## config.mk

```make
export PLATFORM = sky130hd
export DESIGN_NAME = result_display_driver_flat
export DESIGN_NICKNAME = d
export VERILOG_FILES = /design/src/rtl/result_display_driver_if.sv /design/src/rtl/result_display_driver.sv /design/src/flat_wrapper.sv
export SDC_FILE = /design/constraint.sdc
export NUM_CORES = 1
export LEC_CHECK = 0
export BUFFER_PORTS_ARGS = -buffer_cell sky130_fd_sc_hd__buf_2
export CAP_MARGIN = 15
export CORE_MARGIN = 4
export CORE_UTILIZATION = 60
export DETAILED_ROUTE_END_ITERATION = 10
export GPL_ROUTABILITY_DRIVEN = 0
export GPL_TIMING_DRIVEN = 1
export PLACE_DENSITY_LB_ADDON = 0.15
export SLEW_MARGIN = 25
export SYNTH_ARGS = -nofsm -noshare
export SYNTH_HDL_FRONTEND = slang
export SYNTH_SLANG_ARGS = --single-unit
```

## constraint.sdc

```tcl
create_clock -name i_clk -period 8.76 [get_ports i_clk]
set_clock_uncertainty 0.05 [all_clocks]
set_input_delay 1.314 -clock i_clk [delete_from_list [all_inputs] [get_ports i_clk]]
set_output_delay 1.314 -clock i_clk [all_outputs]
set_load 0.1 [all_outputs]
```

## src/rtl/result_display_driver_if.sv

```systemverilog
// Handshake/bus bundle between the ALU result bus and the scanned display driver.
interface result_display_driver_if;
  logic        load;
  logic [31:0] value;
  logic        dec_mode;
  logic        busy;
  logic        overflow;
  logic [6:0]  seg;
  logic [7:0]  digit_sel;

  modport master (
    output load, value, dec_mode,
    input  busy, overflow, seg, digit_sel
  );

  modport slave (
    input  load, value, dec_mode,
    output busy, overflow, seg, digit_sel
  );
endinterface

```

## src/rtl/result_display_driver.sv

```systemverilog
// Captures a 32-bit result, builds an 8-digit hex or decimal (double-dabble)
// buffer and scans it onto one shared active-low 7-segment bus.
module result_display_driver #(
  parameter int SCAN_DIV = 50000,
  parameter bit BLANK_LZ = 1'b1
) (
  input  logic                      i_clk,
  input  logic                      i_reset,   // asynchronous, active-low
  result_display_driver_if.slave    bus
);

  localparam int              PW        = (SCAN_DIV > 1) ? $clog2(SCAN_DIV) : 1;
  localparam logic [PW-1:0]   PRE_MAX   = PW'(SCAN_DIV - 1);
  // Buffer digit codes: 0..15 are hex/BCD values, 16 is the dash glyph.
  localparam logic [4:0]      CODE_DASH = 5'd16;

  typedef enum logic [1:0] {
    ST_IDLE    = 2'd0,
    ST_CONVERT = 2'd1,
    ST_COMMIT  = 2'd2
  } state_t;

  // Double-dabble correction: every BCD nibble of 5 or more gets +3.
  function automatic logic [39:0] bcd_adjust(input logic [39:0] b);
    logic [39:0] r;
    r = b;
    for (int i = 0; i < 10; i++) begin
      if (r[4*i +: 4] >= 4'd5) begin
        r[4*i +: 4] = r[4*i +: 4] + 4'd3;
      end else begin
        r[4*i +: 4] = r[4*i +: 4];
      end
    end
    return r;
  endfunction

  // Active-low gfedcba glyph for a buffer digit code.
  function automatic logic [6:0] seg_code(input logic [4:0] c);
    case (c)
      5'd0:    seg_code = 7'b1000000;
      5'd1:    seg_code = 7'b1111001;
      5'd2:    seg_code = 7'b0100100;
      5'd3:    seg_code = 7'b0110000;
      5'd4:    seg_code = 7'b0011001;
      5'd5:    seg_code = 7'b0010010;
      5'd6:    seg_code = 7'b0000010;
      5'd7:    seg_code = 7'b1111000;
      5'd8:    seg_code = 7'b0000000;
      5'd9:    seg_code = 7'b0010000;
      5'd10:   seg_code = 7'b0001000;
      5'd11:   seg_code = 7'b0000011;
      5'd12:   seg_code = 7'b1000110;
      5'd13:   seg_code = 7'b0100001;
      5'd14:   seg_code = 7'b0000110;
      5'd15:   seg_code = 7'b0001110;
      5'd16:   seg_code = 7'b0111111;
      default: seg_code = 7'b1111111;
    endcase
  endfunction

  state_t            r_state;
  logic [7:0][4:0]   r_buf;
  logic [31:0]       r_bin;
  logic [39:0]       r_bcd;
  logic [4:0]        r_cnt;
  logic              r_busy;
  logic              r_overflow;
  logic [PW-1:0]     r_pre;
  logic [2:0]        r_idx;
  logic [6:0]        r_seg;
  logic [7:0]        r_digit_sel;

  logic [39:0]       w_bcd_adj;
  logic              w_wrap;
  logic [2:0]        w_next_idx;
  logic [7:0]        w_blank;
  logic              w_lz;
  logic [6:0]        w_seg_next;

  assign w_bcd_adj = bcd_adjust(r_bcd);
  assign w_wrap    = (r_pre == PRE_MAX);

  // Capture/convert/commit FSM; the visible buffer only changes on hex load or commit.
  always_ff @(posedge i_clk or negedge i_reset) begin
    if (!i_reset) begin
      r_state    <= ST_IDLE;
      r_buf      <= '0;
      r_bin      <= 32'd0;
      r_bcd      <= 40'd0;
      r_cnt      <= 5'd0;
      r_busy     <= 1'b0;
      r_overflow <= 1'b0;
    end else begin
      case (r_state)
        ST_IDLE: begin
          if (bus.load && bus.dec_mode) begin
            r_bin   <= bus.value;
            r_bcd   <= 40'd0;
            r_cnt   <= 5'd0;
            r_busy  <= 1'b1;
            r_state <= ST_CONVERT;
          end else if (bus.load) begin
            for (int i = 0; i < 8; i++) begin
              r_buf[i] <= {1'b0, bus.value[4*i +: 4]};
            end
            r_overflow <= 1'b0;
          end else begin
            r_state <= ST_IDLE;
          end
        end
        ST_CONVERT: begin
          r_bcd <= {w_bcd_adj[38:0], r_bin[31]};
          r_bin <= {r_bin[30:0], 1'b0};
          if (r_cnt == 5'd31) begin
            r_state <= ST_COMMIT;
          end else begin
            r_cnt <= r_cnt + 5'd1;
          end
        end
        ST_COMMIT: begin
          if (r_bcd[39:32] != 8'd0) begin
            r_overflow <= 1'b1;
            for (int i = 0; i < 8; i++) begin
              r_buf[i] <= CODE_DASH;
            end
          end else begin
            r_overflow <= 1'b0;
            for (int i = 0; i < 8; i++) begin
              r_buf[i] <= {1'b0, r_bcd[4*i +: 4]};
            end
          end
          r_busy  <= 1'b0;
          r_state <= ST_IDLE;
        end
        default: begin
          r_busy  <= 1'b0;
          r_state <= ST_IDLE;
        end
      endcase
    end
  end

  // Next scan index: advance only when the prescaler wraps.
  always_comb begin
    if (w_wrap) begin
      w_next_idx = r_idx + 3'd1;
    end else begin
      w_next_idx = r_idx;
    end
  end

  // Leading-zero blanking from the top digit down; digit 0 always shown, dashes never blanked.
  always_comb begin
    w_lz    = 1'b1;
    w_blank = 8'd0;
    for (int i = 7; i >= 1; i--) begin
      w_lz       = w_lz & (r_buf[i] == 5'd0);
      w_blank[i] = w_lz & BLANK_LZ;
    end
    if (w_blank[w_next_idx]) begin
      w_seg_next = 7'b1111111;
    end else begin
      w_seg_next = seg_code(r_buf[w_next_idx]);
    end
  end

  // Free-running scan: prescaler, digit index and registered seg/digit_sel.
  always_ff @(posedge i_clk or negedge i_reset) begin
    if (!i_reset) begin
      r_pre       <= '0;
      r_idx       <= 3'd0;
      r_seg       <= 7'b1000000;
      r_digit_sel <= 8'hFE;
    end else begin
      if (w_wrap) begin
        r_pre <= '0;
      end else begin
        r_pre <= r_pre + PW'(1);
      end
      r_idx       <= w_next_idx;
      r_seg       <= w_seg_next;
      r_digit_sel <= ~(8'b1 << w_next_idx);
    end
  end

  assign bus.busy      = r_busy;
  assign bus.overflow  = r_overflow;
  assign bus.seg       = r_seg;
  assign bus.digit_sel = r_digit_sel;

endmodule

```

## src/flat_wrapper.sv

```systemverilog
// flat-port wrapper written by rule: the top's interface ports become plain ports
module result_display_driver_flat 
#(
  parameter int SCAN_DIV = 50000,
  parameter bit BLANK_LZ = 1'b1
)
  (i_clk, i_reset, bus_load, bus_value, bus_dec_mode, bus_busy, bus_overflow, bus_seg, bus_digit_sel);
  result_display_driver_if bus_i ();
  input  logic i_clk;
  input  logic i_reset;
  input wire logic [$bits(bus_i.load)-1:0] bus_load;
  input wire logic [$bits(bus_i.value)-1:0] bus_value;
  input wire logic [$bits(bus_i.dec_mode)-1:0] bus_dec_mode;
  output wire logic [$bits(bus_i.busy)-1:0] bus_busy;
  output wire logic [$bits(bus_i.overflow)-1:0] bus_overflow;
  output wire logic [$bits(bus_i.seg)-1:0] bus_seg;
  output wire logic [$bits(bus_i.digit_sel)-1:0] bus_digit_sel;
  assign bus_i.load = bus_load;
  assign bus_i.value = bus_value;
  assign bus_i.dec_mode = bus_dec_mode;
  assign bus_busy = bus_i.busy;
  assign bus_overflow = bus_i.overflow;
  assign bus_seg = bus_i.seg;
  assign bus_digit_sel = bus_i.digit_sel;
  result_display_driver #(.SCAN_DIV(SCAN_DIV), .BLANK_LZ(BLANK_LZ)) u_core (.i_clk(i_clk), .i_reset(i_reset), .bus(bus_i));
endmodule
```

[Word level (Yosys, flattened, before mapping)]
Memory sizes are Yosys's and may differ from the RTL's.
Cells that the tools add are included.
Storage, ports and cells
  register bits after elaboration: 155
  memory bits (read-only): 224
  input port bits: 36
  logic and storage cells: 117
  memories: 1
Operators by class
  $add $sub $neg: 13
  $lt $le $gt $ge: 11
  eq/ne operators: 10
  shifts and indexed selects: 1
  muxes and demuxes: 38
  bitwise gates (word level): 8
  reduce and logical (&&, ||, !) cells: 17
Memory list
  (no name shown): depth 32, width 7, read ports 1, clocked after Yosys merged registers in 0, wr ports 0, RTL line result_display_driver.sv:39  | case (c)
Operators with widths (number)
  40-bit 2-to-1 mux: 4
  40-bit case mux with 2 select lines: 2
  32-bit case mux with 2 select lines: 1
  4-bit by 3-bit >= comparator with 1-bit output (second input constant): 10
  4-bit by 2-bit adder with 4-bit output (second input constant): 9
  4-bit 2-to-1 mux: 9
  5-bit logical NOT: 7
  32-bit 2-to-1 mux: 1
  16-bit by 1-bit adder with 16-bit output (second input constant): 1
  16-bit equality test (second input constant): 1
  16-bit 2-to-1 mux: 1
  5-bit binary-select mux with 3-bit select: 1
  5-bit 2-to-1 mux: 3
  5-bit case mux with 2 select lines: 1
  8-bit inverter: 1
  8-bit nonzero test: 1
  1-bit by 3-bit left shift with 8-bit output (first input constant): 1
  7-bit 2-to-1 mux: 1
  1-bit AND: 6
  2-bit 2-to-1 mux: 3
  3-bit 2-to-1 mux: 2
  2-bit != test (second input constant): 3
  2-bit AND reduction: 3
  3-bit AND reduction: 2
  other kinds (17): 24

[Logic depth before layout (Yosys ltp)]
  word-level depth: 10
  mapped depth: 14
  gate-level depth less buffers: 12

[Worst setup path after synthesis]
OpenSTA, ideal clock, no wires.
  kind: register -> register
  start: register u_core.r_pre[0]
  end: register u_core.r_seg[3] (netlist: u_core.bus.seg[3])
  arrival: 3181 ps
  path slack: 5405 ps
  cell stages (with the launch flop): 14
  buffers on the path: 2
  cells stage by stage: dfrtp_1 ha_1 and3_1 buf_2 and4_1 buf_4 mux2i_1 a2bb2o_1 o22ai_1 inv_1 ha_1 inv_1 mux4_2 or2_1
On the way
  cells in the longest elaborated chain, start to end: 6
RTL lines
  start, declared: RTL line result_display_driver.sv:68  | logic [PW-1:0] r_pre;
  start signal, assigned: RTL line result_display_driver.sv:178  | r_pre <= r_pre + PW'(1);
  16-bit equality test *: RTL line result_display_driver.sv:81  | assign w_wrap = (r_pre == PRE_MAX);
  3-bit 2-to-1 mux *: RTL line result_display_driver.sv:145  | if (w_wrap) begin
  5-bit binary-select mux with 3-bit select: RTL line result_display_driver.sv:163  | w_seg_next = seg_code(r_buf[w_next_idx]);
  5-bit 2-to-1 mux (not written as such): RTL line result_display_driver.sv:163
  memory read 32 x 7 bit
  7-bit 2-to-1 mux *: RTL line result_display_driver.sv:160  | if (w_blank[w_next_idx]) begin
  via u_core.w_seg_next[3]: RTL line result_display_driver.sv:78  | logic [6:0] w_seg_next;
  end signal, assigned: RTL line result_display_driver.sv:181  | r_seg <= w_seg_next;
  end, declared: RTL line result_display_driver.sv:70  | logic [6:0] r_seg;
The timed path passes the listed nets; every way through them passes the cells marked *. The select of a mux whose other input is x is not followed.
A chain may end at the register's enable or synchronous reset.

[Final worst setup path]
  start: register u_core.r_idx[0]
  end: register u_core.r_seg[3] (netlist: u_core.bus.seg[3])
On the way
  cells in the longest elaborated chain, start to end: 6
RTL lines
  start, declared: RTL line result_display_driver.sv:69  | logic [2:0] r_idx;
  start signal, assigned: RTL line result_display_driver.sv:180  | r_idx <= w_next_idx;
  3-bit by 1-bit adder with 3-bit output: RTL line result_display_driver.sv:146  | w_next_idx = r_idx + 3'd1;
  3-bit 2-to-1 mux *: RTL line result_display_driver.sv:145
  5-bit binary-select mux with 3-bit select: RTL line result_display_driver.sv:163
  5-bit 2-to-1 mux (not written as such): RTL line result_display_driver.sv:163
  memory read 32 x 7 bit
  7-bit 2-to-1 mux *: RTL line result_display_driver.sv:160
  via u_core.w_seg_next[3]: RTL line result_display_driver.sv:78
Marked as above.

==> results.sh <==
export IMPL_status="finished clean"
export IMPL_netlist_top_cell_by_area="dfrtp_1"
export IMPL_start_kind="flop"
export IMPL_cts_buffers=17
export IMPL_hold_buffers=0
export IMPL_die_w_um=123.4
export IMPL_grt_pass1_wl_mm=32.11
export IMPL_drt_pre_antenna_iters=5
export IMPL_critPathCaptureType="flop"
export IMPL_track_usage=0.2661
export IMPL_whs_path_depth=1
export IMPL_slew_headroom=0.3818
export IMPL_cts_tree="yes"
export IMPL_start_util=0.6234
export IMPL_clk_path_buf_depth=2
export IMPL_critical_path_max_fanout=26
export IMPL_p_per_area_mw_per_mm2=376.4
export IMPL_finalPower_w=0.003400
export IMPL_hold_path_class="flop to flop"
export IMPL_max_freq_mhz=235.6
export IMPL_r2r_end="u_core.bus.seg[3]"
export IMPL_drive_gt1_frac=0.1361
export IMPL_worstReg2RegStart="u_core.r_idx[0]"
export IMPL_synth_edff_count=0
export IMPL_clk_latency_ps=420
export IMPL_wl_met2_mm=9.485
export IMPL_cts_setup_buffers=0
export IMPL_viasPerCell=6.127
export IMPL_synth_warning_count=0
export IMPL_ff2ff_path_depth=10
export IMPL_antenna_left=0
export IMPL_cts_repair_resized=0
export IMPL_port_buffers=52
export IMPL_irDropWorstVdd_v=0.0002417
export IMPL_r2r_slack_ps=4520
export IMPL_antenna_found_initial=0
export IMPL_yosysSeqAreaShare=0.4613
export IMPL_hp_start="u_core.bus.busy"
export IMPL_drt_met1_wl_mm=8.381
export IMPL_num_vias=6593
export IMPL_async_reset_ff_frac=1.000
export IMPL_ys_seq_elements=147
export IMPL_wl_met3_um=903
export IMPL_ys_top_cells_by_area="dfrtp_1 (44%), nand2_1 (6.3%), ha_1 (5.0%), a21oi_1 (3.9%), o21ai_0 (3.6%)"
export IMPL_tns_ps=0
export IMPL_syn_num_nets=936
export IMPL_synthFlopType="dfrtp_1"
export IMPL_clkSlewWorstSetupHoldPaths_ps=60
export IMPL_setup_violations=0
export IMPL_htreeDepth=4
export IMPL_cts_sinks=147
export IMPL_routedWlPerCell_um=17.70
export IMPL_worst_pin_slew_ps=927.3
export IMPL_critical_path_arrival_ps=4500
export IMPL_p_leak_nw=4.134
export IMPL_rows=41
export IMPL_finalCritPeriodShare=0.4845
export IMPL_highest_layer="met4"
export IMPL_grt_pass1_vias=6694
export IMPL_netlist_cell_type_count=63
export IMPL_antenna_diode_count=0
export IMPL_overflow=0
export IMPL_cts_root_buf="clkbuf_16"
export IMPL_slew_violations=0
export IMPL_die_h_um=123.4
export IMPL_hold_violations=0
export IMPL_yosysTopAreaCellShare=0.4351
export IMPL_die_area_mm2=0.01524
export IMPL_drv_cap=0
export IMPL_min_period_ps=4244
export IMPL_drt_wl_total_mm=19.04
export IMPL_critPathRequiredTime_ps=9020
export IMPL_area_growth_syn_to_layout_pct=12.99
export IMPL_netlist_instances=868
export IMPL_coreArea_mm2=0.01282
export IMPL_syn_area_per_cell_um2=9.211
export IMPL_holdPathEnd="u_core.bus.busy"
export IMPL_drt_initial_drc_count=582
export IMPL_grt_max_degree=93
export IMPL_io_pins=53
export IMPL_crit_type="flop to flop"
export IMPL_nets=959
export IMPL_hpwl_mm=12.63
export IMPL_synth_area_mm2=0.007995
export IMPL_drcViolationCount=0
export IMPL_rsz0062_at_grt="no"
-- layout make-up --
type	instances	area (um^2)
multi-input cells	634	3968
flip-flops and latches	147	3689
clock inverters	12	250.2
inverters	32	132.6
repair buffers	59	322.8
fillers	978	3791
clock buffers	20	456.7
well taps	172	215.2
-- worst max path at each step --
stage                          from           endpoint  slack [ps]
floorplan           u_core.r_pre[0]  u_core.bus.seg[3]        5400
global placement    u_core.r_idx[0]  u_core.bus.seg[3]        4870
detailed placement  u_core.r_idx[0]  u_core.bus.seg[3]        4550
CTS                 u_core.r_idx[0]  u_core.bus.seg[3]        4540
global route        u_core.r_idx[0]  u_core.bus.seg[3]        4250
finish              u_core.r_idx[0]  u_core.bus.seg[3]        4520
-- where the power goes --
part           total, W  switching, W  internal (W)
logic           0.00133      0.000835      0.000497
registers       0.00120      0.000242      0.000961
clock network  0.000865      0.000286      0.000579
total           0.00340       0.00136       0.00204
-- kinds of logic after synthesis --
logic type | share of synthesized area
multiplexers | 0.03677
AND/OR/NAND/NOR | 0.1854
XOR/XNOR | 0.03834
flip-flops | 0.4613
AO/OA/AOI/OAI | 0.1829
buffers and inverters | 0.04507
adder cells (fa/ha/maj) | 0.05008
-- cell usage in the layout (no fill, tap or decap), drive strengths merged, types with 5 or more instances in the layout --
cell	count
dfrtp	139
nand2	135
nor2	71
a21oi	62
o21ai	59
buf	59
and3	40
a31oi	33
ha	32
inv	31
xor2	20
clkbuf	20
mux2i	17
nand2b	17
xnor2	15
o22ai	11
o31ai	11
nand3	10
a32o	10
o32ai	9
nor4	8
dfstp	8
bufinv	7
mux2	5
a211oi	5
nor2b	5
-- cell usage after synthesis, drive strengths merged (2+ instances only) --
cell type / instances
dfrtp: 139
nand2: 135
nor2: 71
a21oi: 62
o21ai: 59
clkbuf: 45
and3: 40
a31oi: 33
ha: 32
inv: 30
xor2: 20
mux2i: 17
nand2b: 17
xnor2: 15
o22ai: 11
o31ai: 11
a32o: 10
buf: 10
nand3: 10
o32ai: 9
dfstp: 8
nor4: 8
a211oi: 5
mux2: 5
nor2b: 5
a21o: 4
a221oi: 4
and2: 4
nand4: 4
o221ai: 4
or2: 4
a22o: 3
mux4: 3
nand3b: 3
nor3: 3
a41o: 2
and4: 2
and4bb: 2
clkinv: 2
o2111ai: 2
o311ai: 2
-- per-layer routing --
| metal | GRT usage | vias up |
|---|---|---|
| met1 | 0.3487 | 3236 |
| met4 | 0.08789 | 0 |
| met2 | 0.4400 | 211 |
| met5 | 0 | - |
| li1 | - | 3119 |
| met3 | 0.05901 | 27 |
-- state kept, by name (all words and copies together) (netlist names) --
name                  flops
u_core.r_bcd             40
u_core.r_bin             32
u_core.r_buf             32
u_core.r_pre             16
u_core.bus.digit_sel      8
u_core.bus.seg            7
u_core.r_cnt              5
u_core.r_idx              3
u_core.r_state            2
u_core.bus.busy           1
u_core.bus.overflow       1
-- per-stage QoR --
stage	setup WS, ps	utilization	std cells	hold WS (ps)	area, um^2
floorplan	5405	-	868	375.1	7995
global placement	4871	0.6485	1044	390.2	8317
detailed placement	4552	0.6485	1044	414.2	8317
CTS	4540	0.7036	1076	427.7	9024
global route	4255	0.7044	1076	432.8	9034
finish	4516	0.7044	1076	425.6	9034
-- critical path: stages, from the launching register on --
cell	delay, ps
dfrtp_1	940
ha_1	660
nor2_1	120
mux2i_1	420
a2bb2o_1	330
o22ai_1	410
inv_1	160
ha_1	340
inv_1	40
mux4_2	440
or2_1	210
Note: power is estimated with default switching activity, not from simulation.
